$ cat config.mk
export PLATFORM = sky130hd
export DESIGN_NAME = ctrl_stage_pipe
export DESIGN_NICKNAME = d
export VERILOG_FILES = /design/src/rtl/ctrl_stage_pipe.sv
export SDC_FILE = /design/constraint.sdc
export NUM_CORES = 1
export LEC_CHECK = 0
export BUFFER_PORTS_ARGS = -buffer_cell sky130_fd_sc_hd__buf_2
export CAP_MARGIN = 25
export CORE_UTILIZATION = 30
export DETAILED_ROUTE_END_ITERATION = 12
export GPL_TIMING_DRIVEN = 0
export PLACE_DENSITY_LB_ADDON = 0.25
export SYNTH_ARGS = -nofsm -noshare
export SYNTH_HDL_FRONTEND = slang
export SYNTH_SLANG_ARGS = --single-unit
$ cat constraint.sdc
create_clock -name clk -period 1.1 [get_ports clk]
set_clock_uncertainty 0.15 [all_clocks]
set_input_delay 0.11 -clock clk [delete_from_list [all_inputs] [get_ports clk]]
set_output_delay 0.11 -clock clk [all_outputs]
set_load 0.01 [all_outputs]
$ cat src/rtl/ctrl_stage_pipe.sv
// Generic E/M/W control-bundle carrier with per-stage stall, flush and bubbles.
// Optional perf counters (bubble_cnt, flush_cnt) enabled by CTRL_PIPE_PERF_EN.
module ctrl_stage_pipe #(
  parameter int CTRL_W = 16,
  parameter int EXC_W = 4,
  parameter int STAGES = 3,
  parameter logic [CTRL_W-1:0] KILL_MASK = '0
) (
  input  logic                     clk,
  input  logic                     rst,
  input  logic [CTRL_W-1:0]        ctrl_d,
  input  logic [EXC_W-1:0]         exc_d,
  input  logic                     valid_d,
  input  logic                     stall_d,
  input  logic [STAGES-1:0]        stall,
  input  logic [STAGES-1:0]        flush,
  output logic [STAGES*CTRL_W-1:0] ctrl_q,
  output logic [STAGES*EXC_W-1:0]  exc_q,
  output logic [STAGES-1:0]        valid_q,
  output logic [STAGES-1:0]        exc_any_q
`ifdef CTRL_PIPE_PERF_EN
  ,
  output logic [31:0]              bubble_cnt,
  output logic [31:0]              flush_cnt
`endif
);

`ifdef CTRL_PIPE_PERF_EN
  logic [STAGES-1:0] bub_ev;
  logic [STAGES-1:0] fl_ev;
`endif

  for (genvar i = 0; i < STAGES; i++) begin : g_stage
    logic [CTRL_W-1:0] ctrl_r;
    logic [EXC_W-1:0]  exc_r;
    logic              valid_r;
    logic              exc_any_r;

    logic [CTRL_W-1:0] up_ctrl;
    logic [EXC_W-1:0]  up_exc;
    logic              up_valid;
    logic              up_stall;

    if (i == 0) begin : g_head
      assign up_ctrl  = ctrl_d;
      assign up_exc   = exc_d;
      assign up_valid = valid_d;
      assign up_stall = stall_d;
    end else begin : g_link
      assign up_ctrl  = g_stage[i-1].ctrl_r;
      assign up_exc   = g_stage[i-1].exc_r;
      assign up_valid = g_stage[i-1].valid_r;
      assign up_stall = stall[i-1];
    end

    logic              up_exc_any;
    logic [CTRL_W-1:0] load_ctrl;
    assign up_exc_any = |up_exc;
    assign load_ctrl  = up_ctrl & ~(up_exc_any ? KILL_MASK : '0);

    // Invalid upstream loads as an empty bundle so valid=0 implies ctrl=0, exc=0.
    always_ff @(posedge clk) begin
      if (rst || flush[i]) begin
        ctrl_r    <= '0;
        exc_r     <= '0;
        valid_r   <= 1'b0;
        exc_any_r <= 1'b0;
      end else if (!stall[i]) begin
        if (up_stall || !up_valid) begin
          ctrl_r    <= '0;
          exc_r     <= '0;
          valid_r   <= 1'b0;
          exc_any_r <= 1'b0;
        end else begin
          ctrl_r    <= load_ctrl;
          exc_r     <= up_exc;
          valid_r   <= 1'b1;
          exc_any_r <= up_exc_any;
        end
      end
    end

    assign ctrl_q[i*CTRL_W +: CTRL_W] = ctrl_r;
    assign exc_q[i*EXC_W +: EXC_W]    = exc_r;
    assign valid_q[i]                 = valid_r;
    assign exc_any_q[i]               = exc_any_r;

`ifdef CTRL_PIPE_PERF_EN
    assign bub_ev[i] = !flush[i] && !stall[i] && up_stall && up_valid;
    assign fl_ev[i]  = flush[i] && valid_r;
`endif
  end

`ifdef CTRL_PIPE_PERF_EN
  logic [32:0] bub_sum;
  logic [32:0] fl_sum;

  always_comb begin
    bub_sum = {1'b0, bubble_cnt} + 33'($countones(bub_ev));
    fl_sum  = {1'b0, flush_cnt} + 33'($countones(fl_ev));
  end

  // Carry-out means overflow: pin at all-ones.
  always_ff @(posedge clk) begin
    if (rst) begin
      bubble_cnt <= '0;
      flush_cnt  <= '0;
    end else begin
      bubble_cnt <= bub_sum[32] ? '1 : bub_sum[31:0];
      flush_cnt  <= fl_sum[32] ? '1 : fl_sum[31:0];
    end
  end
`endif

endmodule
---- Word-level counts from Yosys, hierarchy flattened ----
Index checks and enable logic that the tools add are counted.
cells by class
  shift-type cells ........................ 0
  bitwise operators ....................... 0
  equality and inequality tests ........... 0
  $lt $le $gt $ge ......................... 0
  muxes and demuxes ....................... 12
  divide/modulo/power cells ............... 0
  multiply operators ...................... 0
  $add $sub $neg .......................... 0
  reduce and logical (&&, ||, !) cells .... 12
operators with widths
  operator            number
  16-bit two-way mux  3
  4-bit two-way mux   3
  4-bit OR reduction  3
  1-bit logical OR    6
  1-bit two-way mux   6
  1-bit logical NOT   3
storage, ports and cells
  output and inout port bits .............. 66
  latch bits .............................. 0
  memories kept ........................... 0
  input bits .............................. 30
  logic and storage cells ................. 36
  register bits after elaboration ......... 66
  memory bits (read-only) ................. 0
  memory bits (writable) .................. 0

---- Longest topological paths before layout ----
Gate-level depths: netlist of run 1.
  word-level depth ........................ 3
  mapped depth ............................ 4
  mapped depth without buffers ............ 3

---- Worst setup path before layout of run 1 ----
Ideal clock, no wire load.
  path type ............................... flip-flop to flip-flop
  from .................................... reg g_stage[1].valid_r
  to ...................................... reg g_stage[2].ctrl_r[0]
  path buffers ............................ 1
  arrival time ............................ 0.891 ns
  library setup time ...................... 0.065 ns
  clock period less this slack ............ 1.106 ns
  path slack .............................. -0.006 ns
  required time ........................... 0.885 ns
  cell stages (with the launch flop) ...... 5
  cell sequence ........................... dfxtp_1 > nor3b_4 > buf_4 > a22oi_1 > nor2_1
on the way
  word-level cells in the longest chain between the ends .. 3
ends and longest elaborated chain
  item                    line  text
  start, declared         36    logic valid_r;
  start signal, assigned  66    valid_r <= 1'b0;
  start signal, assigned  72    valid_r <= 1'b0;
  start signal, assigned  77    valid_r <= 1'b1;
  1-bit logical NOT       69    if (up_stall || !up_valid) begin
  1-bit logical OR        69
  16-bit two-way mux      69
  end signal, assigned    75    ctrl_r <= load_ctrl;
  end, declared           34    logic [CTRL_W-1:0] ctrl_r;
Every way passes these cells.
A chain may end at the register's enable or synchronous reset.

---- Worst setup path in the final report of run 1 ----
  from .................................... reg g_stage[1].valid_r
  to ...................................... out valid_q[1]
RTL lines
  item           line  text
  end, declared  19    output logic [STAGES-1:0] valid_q,
No word-level cell between the ends.

==> flow_summary.json, run 1 <==
{
  "worstPathMaxFanout": 2,
  "gr-total-overflow": 0,
  "die_w_um": 89.53,
  "postPlaceCellArea_mm2": 0.002898,
  "pwr-share-seq_pct": 50.1,
  "gp_congestion": 0.7614,
  "seq_area_frac_synth_pct": 57.49,
  "crit_path_end_kind": "output port",
  "seq_area_mm2": 0.001409,
  "grt_pass1_wl_mm": 10.09,
  "crit_type": "reg -> out",
  "vias": 2254,
  "cts_tree": "done",
  "cpPeakStageDelay_ns": 0.32,
  "synth.most_common_cell": "dfxtp_1",
  "grt_max_degree": 11,
  "leakagePower_nw": 1.584,
  "netlist_area_mm2": 0.002298,
  "dp_cells": 425,
  "initial_core_util_pct": 31.35,
  "synthArstFlopShare_pct": 0,
  "io_pins": 96,
  "whs_path_depth": 3,
  "synthDistinctLibCells": 12,
  "n_fill_cell": 679,
  "cp_data_arrival_time_ns": 1.00,
  "drt_wl_total_mm": 7.050,
  "syn-num-nets": 261,
  "r2r_slack_ns": -0.13,
  "layout_setup_ws_ns": -0.1622,
  "die_area_mm2": 0.008016,
  "yosys-top-cells-count": "66 x dfxtp_1, 63 x nor2_1, 60 x a22oi_1",
  "crit_required_ns": 0.84,
  "slew_viol_final": 0,
  "netlist.area_leader.share_pct": 57.49,
  "clkPwrFrac_pct": 43.6,
  "relSlewSlack_pct": 66.94,
  "min_path_type": "in -> reg",
  "final.min_clock_period_ns": 1.262,
  "antenna_found_initial": 0,
  "clk_latency_ns": 0.34,
  "cts-root-buf": "clkbuf_8",
  "setup_viol": 48,
  "critPathMostFrequentCell": "buf_6",
  "synth-edff-count": 0,
  "syn_to_final_growth_pct": 64.34,
  "synth.avg_cell_area_um2": 9.950,
  "whs_ns": -0.01317,
  "multi_input_area_um2": 882.1,
  "start_kind": "flop",
  "rsz0062_at_grt": "true",
  "ys_warn_count": 0,
  "finalHoldViolations": 2,
  "path_clk_slew_ns": 0.07,
  "p_switching_mw": 1.033,
  "gr-usage-all-layers_pct": 17.15,
  "via_per_inst": 4.696,
  "min_period_over_period_pct": 114.7,
  "combPwrFrac_pct": 6.3,
  "wl_per_cell_um": 14.69,
  "yosys-top-cells-area": "dfxtp_1 57%, a22oi_1 20%, nor2_1 10%",
  "cts_buffers": 9,
  "failed_checks": "hold timing, setup timing",
  "die_y_um": 89.53,
  "dr.pass1.iters": 4,
  "r2r_cells": 4,
  "dp_hpwl_mm": 4.633,
  "synth_top_cell_by_area": "dfxtp_1",
  "p_total_mw": 4.779,
  "fin_util_pct": 51.53,
  "vdd_drop_max_mv": 0.5271,
  "drive_gt1_share_pct": 55.38,
  "drc": 0,
  "finalNonFillerCells": 480,
  "cts.sinks": 66,
  "synth_flop_cell": "dfxtp_1",
  "ys_ff_latch": 66,
  "drv_cap": 0,
  "slowest_stage": "dfxtp_2",
  "num_rows": 31,
  "syn_inst": 231,
  "grt_pass1_vias": 1985,
  "p_int_mw": 3.746,
  "status": "finished, violations left",
  "finalNetCount": 407,
  "core-area_mm2": 0.007331,
  "final_area_mm2": 0.003777,
  "route.antenna.remaining_nets": 0,
  "first_iter_violations": 86,
  "path_cells": "buf_4 -> buf_6 -> buf_6",
  "n_antenna_cell": 0,
  "clock.fmax_mhz": 792.3,
  "io_buffers": 95,
  "power_density_mw_per_mm2": 1265,
  "cts_buffer_depth": 2,
  "worst_pin_slew_ns": 0.4959,
  "htree_levels": 3,
  "switching_share_pct": 21.61
}
-- cell usage in the layout (no fill, tap or decap), types with 6 or more instances in the layout --
cell	Yosys	final
buf_2	4	73
nor2_1	63	63
a22oi_1	60	51
dfxtp_2	0	49
buf_6	2	32
buf_4	10	23
dlygate4sd3_1	0	23
clkbuf_8	0	12
dfxtp_1	66	10
clkbuf_1	8	9
a22oi_2	0	9
dfxtp_4	0	7
a21oi_1	6	6
-- kinds of logic (layout without fill, tap and decap cells) --
| group | after synthesis | count (layout) | share of synthesized area, % |
|---|---|---|---|
| and+or+nand+nor | 72 | 72 | 14.04 |
| AOI/OAI and AO/OA | 69 | 69 | 22.05 |
| DFF | 66 | 66 | 57.49 |
| buffers and inverters | 24 | 174 | 6.423 |
-- critical path: cells and delay by family, from the launching register on --
kind / cells / cell delay, ns
buffers and inverters: 3 / 0.35
DFF: 1 / 0.32
-- flip-flops by register name (all words and copies together), names as in the netlist --
register and count:
g_stage.ctrl_r 48, g_stage.exc_r 12, g_stage.exc_any_r 3, g_stage.valid_r 3
-- cell type report --
class / instances / share of cell area, %
Buffer: 21 / 3.710
Clock buffer: 13 / 4.472
Clock inverter: 2 / 0.9275
Multi-Input combinational cell: 141 / 23.35
Sequential cell: 66 / 37.30
Tap cell: 99 / 3.279
Timing Repair Buffer: 138 / 26.96
-- per-stage QoR --
step                      setup slack (ns)  TNS (ns)
after detailed placement           -0.1703    -8.368
after floorplan                  -0.006400  -0.06400
after CTS                         -0.07350    -2.172
after global placement             -0.1646    -8.167
after global routing               -0.2009    -7.299
final                              -0.1622    -3.736
-- power groups by stage --
stage | clock, mW | combinational, mW | sequential, mW
after detailed placement | 0 | 0.220 | 2.46
after global placement | 0 | 0.220 | 2.46
after global routing | 2.24 | 0.330 | 2.39
after CTS | 2.13 | 0.285 | 2.41
after floorplan | 0 | 0.104 | 2.46
final | 2.08 | 0.301 | 2.39
-- metal layers --
layer / up-vias / routed length (µm) / global-route usage, % / part of all wire [%]
li1: 1120 / - / - / -
met5: - / 0 / 0 / 0
met1: 1064 / 3128 / 22.81 / 44
met2: 58 / 3552 / 26.72 / 50
met4: 0 / 121 / 8.081 / 1.7
met3: 12 / 247 / 3.416 / 3.5
-- path summary, 6_finish.rpt --
kind | from | to
worst min register to register | g_stage[2].exc_any_r | g_stage[2].exc_any_r
worst min-delay path | flush[0] | g_stage[0].exc_any_r
worst max-delay path | g_stage[1].valid_r | valid_q[1]
worst max register to register | g_stage[1].valid_r | g_stage[2].ctrl_r[12]
-- what timing repair did --
item / CTS / global route
endpoints found under the hold margin: 27 / 3
endpoints found under the setup margin: 84 / 87
pin swaps: 0 / 8
gates cloned: 0 / 2
hold buffers: 22 / 2
setup buffers: 6 / 13
resized for setup: 57 / 48
Note: power is estimated with default switching activity, not from simulation.
==> run 2, diff against run 1 <==
--- a/config.mk
+++ b/config.mk
@@ -11,6 +11,7 @@
 export DETAILED_ROUTE_END_ITERATION = 12
 export GPL_TIMING_DRIVEN = 0
 export PLACE_DENSITY_LB_ADDON = 0.25
+export SLEW_MARGIN = 10
 export SYNTH_ARGS = -nofsm -noshare
 export SYNTH_HDL_FRONTEND = slang
 export SYNTH_SLANG_ARGS = --single-unit
==> constraint.sdc (replaced) <==
create_clock -name clk -period 1.1 [get_ports clk]
set_clock_uncertainty 0.15 [all_clocks]
set_input_delay 0.11 -clock clk [delete_from_list [all_inputs] [get_ports clk]]
set_output_delay 0.11 -clock clk [all_outputs]
set_load 0.05 [all_outputs]
==> flow_summary.json, run 2 (synthesis gave the netlist of run 1 again) <==
{
  "status": "finished, violations left",
  "failed_checks": "hold timing, setup timing",
  "holdPathEnd": "g_stage[0].exc_any_r",
  "vias": 2399,
  "gp_congestion": 0.7796,
  "drv_cap": 0,
  "cts_buffers": 9,
  "r2r-end": "g_stage[2].ctrl_r[0]",
  "layout_commonest_cell": "buf_8",
  "top_regs": "g_stage.ctrl_r: 48 flops, g_stage.exc_r: 12 flops",
  "relSlewSlack_pct": 54.45,
  "gr-usage-all-layers_pct": 19.77,
  "io_pins": 96,
  "via_per_inst": 4.676,
  "rsz0062_at_grt": "true",
  "worstPathMaxFanout": 2,
  "vdd_drop_max_mv": 0.6830,
  "dr.pass1.iters": 4,
  "crit_family": "buffers and inverters",
  "layout_setup_ws_ns": -0.1560,
  "crit_path_end_kind": "output port",
  "p_total_mw": 4.805,
  "route.antenna.remaining_nets": 0,
  "whs_ns": -0.02074,
  "final.min_clock_period_ns": 1.256,
  "finalNonFillerCells": 513,
  "crit_type": "reg -> out",
  "n_antenna_cell": 0,
  "multi_input_area_um2": 980.9,
  "postPlaceCellArea_mm2": 0.002938,
  "crit_required_ns": 0.84,
  "grt_pass1_vias": 2280,
  "power_density_mw_per_mm2": 1028,
  "crit_start": "g_stage[1].valid_r",
  "first_iter_violations": 127,
  "path_cells": "buf_6 -> buf_6 -> buf_8",
  "worst_pin_slew_ns": 0.6832,
  "finalHoldViolations": 2,
  "cpPeakStageDelay_ns": 0.33,
  "cts.sinks": 66,
  "hp-start": "exc_d[2]",
  "initial_core_util_pct": 31.35,
  "path_clk_slew_ns": 0.07,
  "seq_area_mm2": 0.001446,
  "leakagePower_nw": 1.905,
  "die_y_um": 89.53,
  "wl_per_cell_um": 15.62,
  "antenna_found_initial": 0,
  "drive_gt1_share_pct": 65.70,
  "gr-total-overflow": 0,
  "cts_buffer_depth": 2,
  "max_flop_register": "g_stage.ctrl_r",
  "grt_pass1_wl_mm": 11.79,
  "htree_levels": 3,
  "clk_latency_ns": 0.31,
  "num_rows": 31,
  "drt_wl_total_mm": 8.015,
  "cp_data_arrival_time_ns": 1.00,
  "final_cell_mix": "64 x buf_8, 63 x nor2_1, 53 x buf_4, 49 x dfxtp_2, 38 x a22oi_1",
  "setup_viol": 53,
  "cts-root-buf": "clkbuf_8",
  "grt_max_degree": 11,
  "dp_cells": 425,
  "min_path_type": "in -> reg",
  "path_buf_inv": 3,
  "die_area_mm2": 0.008016,
  "largest_reg_flops": 48,
  "drc": 0,
  "slowest_stage": "dfxtp_2",
  "cts_tree": "done",
  "critPathMostFrequentCell": "buf_6",
  "r2r_slack_ns": -0.14,
  "n_fill_cell": 551,
  "dp_hpwl_mm": 4.683,
  "start_kind": "flop",
  "slew_viol_final": 0,
  "clock.fmax_mhz": 796.2,
  "core-area_mm2": 0.007331,
  "final_area_mm2": 0.004673,
  "r2r_cells": 5,
  "io_buffers": 95,
  "r2r-start": "g_stage[1].valid_r",
  "finalNetCount": 440,
  "die_w_um": 89.53,
  "whs_path_depth": 3,
  "min_period_over_period_pct": 114.2,
  "syn_to_final_growth_pct": 103.3
}
[run 2: changes by cell type in the layout (fill, tap and decap cells not counted), sizes merged]
cell          change
dlymetal6s4s      +1
dlygate4sd3       -2
buf              +34
[run 2: worst register-to-register path, delay by kind of cell, from the launching register on]
kind                   cells  cell delay [ns]
AO/OA/AOI/OAI              1             0.15
buffers and inverters      2             0.27
flip-flops                 1             0.33
AND/OR/NAND/NOR            2             0.20
[run 2: routing by layer]
layer	wire length (µm)	share of wire [%]	track usage [%]
met1	3496	44	26.49
met2	4171	52	31.51
met4	111	1.4	7.792
met3	236	2.9	3.601
met5	0	0	0
[run 2: cell type report]
class                           instances  area share [%]
Clock inverter                          2          0.7497
Clock buffer                           13           3.614
Buffer                                 20           2.838
Timing Repair Buffer                  172           38.21
Tap cell                               99           2.651
Multi-Input combinational cell        141           20.99
Sequential cell                        66           30.95
[run 2: how the worst max path moves through the flow]
stage,cells after the start,slack [ns],to
after global routing,3,-0.19,valid_q[1]
final,3,-0.16,valid_q[1]
after detailed placement,4,-0.17,g_stage[2].ctrl_r[14]
after global placement,4,-0.16,g_stage[2].ctrl_r[13]
after floorplan,4,-0.02,g_stage[2].exc_any_r
after CTS,2,-0.09,valid_q[0]
[run 2: metrics by stage]
step	utilization, %	TNS [ns]	setup WS, ns
2_1_floorplan	-	-0.03862	-0.01934
3_3_place_gp	40.08	-8.312	-0.1641
3_5_place_dp	40.08	-9.172	-0.1734
4_1_cts	58.95	-2.330	-0.09311
5_1_grt	63.75	-7.090	-0.1852
6_report	63.75	-3.478	-0.1560
[run 2: power breakdown]
group	switching [mW]	internal, mW
clock	0.850	1.22
sequential	0.0117	2.36
combinational	0.199	0.165
total	1.06	3.74
[run 2: repair_timing]
action                                  CTS  global route
endpoints found under the hold margin    25             3
pin swaps                                 1            21
hold buffers                             22             2
cloned                                    0             2
buffers inserted                         39            15
endpoints found under the setup margin  106           108
resized for setup                       249            54
==> run 3, diff against run 2 <==
--- a/config.mk
+++ b/config.mk
@@ -10,7 +10,7 @@
 export CORE_UTILIZATION = 30
 export DETAILED_ROUTE_END_ITERATION = 12
 export GPL_TIMING_DRIVEN = 0
-export PLACE_DENSITY_LB_ADDON = 0.25
+export PLACE_DENSITY = 0.65
 export SLEW_MARGIN = 10
 export SYNTH_ARGS = -nofsm -noshare
 export SYNTH_HDL_FRONTEND = slang
==> constraint.sdc (replaced) <==
create_clock -name clk -period 1.17 [get_ports clk]
set_clock_uncertainty 0.15 [all_clocks]
set_input_delay 0.117 -clock clk [delete_from_list [all_inputs] [get_ports clk]]
set_output_delay 0.117 -clock clk [all_outputs]
set_load 0.05 [all_outputs]
==> flow_summary.json, run 3 (synthesis gave the netlist of run 1 again) <==
{
  "setup_viol": 10,
  "io_pins": 96,
  "pwr-share-seq_pct": 50.5,
  "htree_levels": 3,
  "final_area_mm2": 0.003834,
  "multi_input_area_um2": 852.1,
  "wl_per_cell_um": 14.65,
  "status": "finished, violations left",
  "cts.sinks": 66,
  "drive_gt1_share_pct": 47.92,
  "clkPwrFrac_pct": 42.6,
  "n_fill_cell": 654,
  "num_rows": 31,
  "cp_data_arrival_time_ns": 0.93,
  "place_ws_ns": -0.1057,
  "die_y_um": 89.53,
  "hp-start": "exc_d[2]",
  "grt_pass1_vias": 2132,
  "layout_setup_ws_ns": -0.02788,
  "die_w_um": 89.53,
  "failed_checks": "hold timing, setup timing",
  "cpPeakStageDelay_ns": 0.36,
  "crit_required_ns": 0.90,
  "drv_cap": 0,
  "r2r-end": "g_stage[2].exc_any_r",
  "core-area_mm2": 0.007331,
  "max_flop_register": "g_stage.ctrl_r",
  "cts_tree": "done",
  "path_cells": "buf_6 -> buf_8",
  "via_per_inst": 4.822,
  "start_kind": "flop",
  "worst_pin_slew_ns": 0.4557,
  "postPlaceCellArea_mm2": 0.002905,
  "n_antenna_cell": 0,
  "cts_buffer_depth": 2,
  "layout_commonest_cell": "nor2_1",
  "cts_buffers": 9,
  "antenna_found_initial": 0,
  "grt_max_degree": 11,
  "dp_cells": 425,
  "finalNonFillerCells": 460,
  "p_switching_uw": 976.2,
  "route.antenna.remaining_nets": 0,
  "clk_latency_ns": 0.33,
  "vdd_drop_max_mv": 0.5373,
  "leakagePower_nw": 1.508,
  "cts-root-buf": "clkbuf_8",
  "initial_core_util_pct": 31.35,
  "dp_hpwl_mm": 4.651,
  "drc": 0,
  "r2r_slack_ns": -0.02,
  "final.min_clock_period_ns": 1.198,
  "cp.depth": 2,
  "slew_viol_final": 0,
  "whs_ns": -0.02652,
  "die_area_mm2": 0.008016,
  "vias": 2218,
  "clock.fmax_mhz": 834.8,
  "path_clk_slew_ns": 0.07,
  "gr-total-overflow": 0,
  "min_path_type": "in -> reg",
  "crit_start": "g_stage[1].valid_r",
  "r2r-start": "g_stage[1].valid_r",
  "first_iter_violations": 111,
  "worstPathMaxFanout": 3,
  "seq_area_mm2": 0.001401,
  "drt_wl_total_mm": 6.740,
  "crit_path_end_kind": "output port",
  "crit_family": "flip-flops",
  "grt_pass1_wl_mm": 10.38,
  "slowest_stage": "dfxtp_4",
  "gr-usage-all-layers_pct": 17.23,
  "crit_type": "reg -> out",
  "combPwrFrac_pct": 6.9,
  "rsz0062_at_grt": "true",
  "largest_reg_flops": 48,
  "gp_congestion": 0.8187,
  "min_period_over_period_pct": 102.4,
  "setup.worst_path.end": "valid_q[1]",
  "relSlewSlack_pct": 69.62,
  "final_cell_mix": "63 x nor2_1, 60 x a22oi_1, 56 x buf_6, 37 x dfxtp_2, 32 x buf_2",
  "finalNetCount": 386,
  "power_density_mw_per_mm2": 1162,
  "io_buffers": 95,
  "switching_share_pct": 21.92,
  "finalHoldViolations": 1,
  "syn_to_final_growth_pct": 66.79,
  "r2r_cells": 4,
  "path_buf_inv": 2,
  "p_int_mw": 3.477,
  "top_regs": "g_stage.ctrl_r: 48 flops, g_stage.exc_r: 12 flops",
  "dr.pass1.iters": 4,
  "p_total_mw": 4.453
}
==> run 3: changes by cell type in the layout (fill, tap and decap cells not counted), moves of 2 or more <==
cell / previous run / this run
dfxtp_4: 17 / 9
clkbuf_1: 9 / 11
dfxtp_1: 0 / 20
a21oi_2: 2 / 0
a22oi_2: 22 / 0
buf_4: 53 / 11
a21oi_1: 4 / 6
buf_8: 64 / 9
buf_6: 13 / 56
dfxtp_2: 49 / 37
a22oi_1: 38 / 60
==> run 3: cell type report <==
| class | instances | share of cell area [%] |
|---|---|---|
| buffer | 20 | 3.460 |
| clock buffer | 14 | 4.243 |
| clock inverter | 2 | 0.9138 |
| multi-input combinational | 141 | 22.23 |
| sequential | 66 | 36.55 |
| tap | 99 | 3.231 |
| timing repair buffer | 118 | 29.37 |
==> run 3: tightest hold or removal path: stages <==
cell	delay (ns)
buf_2	0.10
o41ai_2	0.08
a21oi_1	0.12
==> run 3: repair_timing <==
item | 4_1_cts | 5_1_grt
setup endpoints to repair | 102 | 79
hold buffers | 21 | 1
hold endpoints to repair | 25 | 1
pin swaps | 0 | 2
gates resized for setup | 148 | 42
buffers inserted | 2 | 0
==> run 3: how the worst min path moves through the flow <==
stage	end	slack, ns	cells past startpoint
after floorplan	g_stage[0].exc_r[0]	0.11	2
after CTS	g_stage[0].exc_r[2]	-0.10	3
after global placement	g_stage[0].ctrl_r[4]	0.20	3
final	g_stage[0].exc_any_r	-0.03	3
after detailed placement	g_stage[0].ctrl_r[3]	0.21	3
after global routing	g_stage[0].exc_any_r	0.01	3
==> run 3: metal layers <==
metal	global-route usage [%]	share of wire [%]	up-vias
met5	0	0	-
met4	9.957	3.0	0
met3	2.585	3.1	19
met2	28.59	51	60
met1	21.30	43	1066
li1	-	-	1073
==> run 3: power groups by stage <==
stage          logic [mW]  clock network (mW)  registers [mW]
2_1_floorplan       0.102                   0            2.34
3_3_place_gp        0.235                   0            2.32
3_5_place_dp        0.236                   0            2.32
4_1_cts             0.303                1.91            2.27
5_1_grt             0.335                2.03            2.25
6_report            0.309                1.89            2.25
==> run 3: metrics by stage <==
stage,TNS [ns],hold slack [ns],util [%]
final,-0.1020,-0.02652,52.30
after global placement,-3.328,0.2035,39.63
after CTS,-0.08514,-0.1026,50.62
after global routing,-2.861,0.01440,52.30
after detailed placement,-4.002,0.2080,39.63
after floorplan,0,0.1110,-
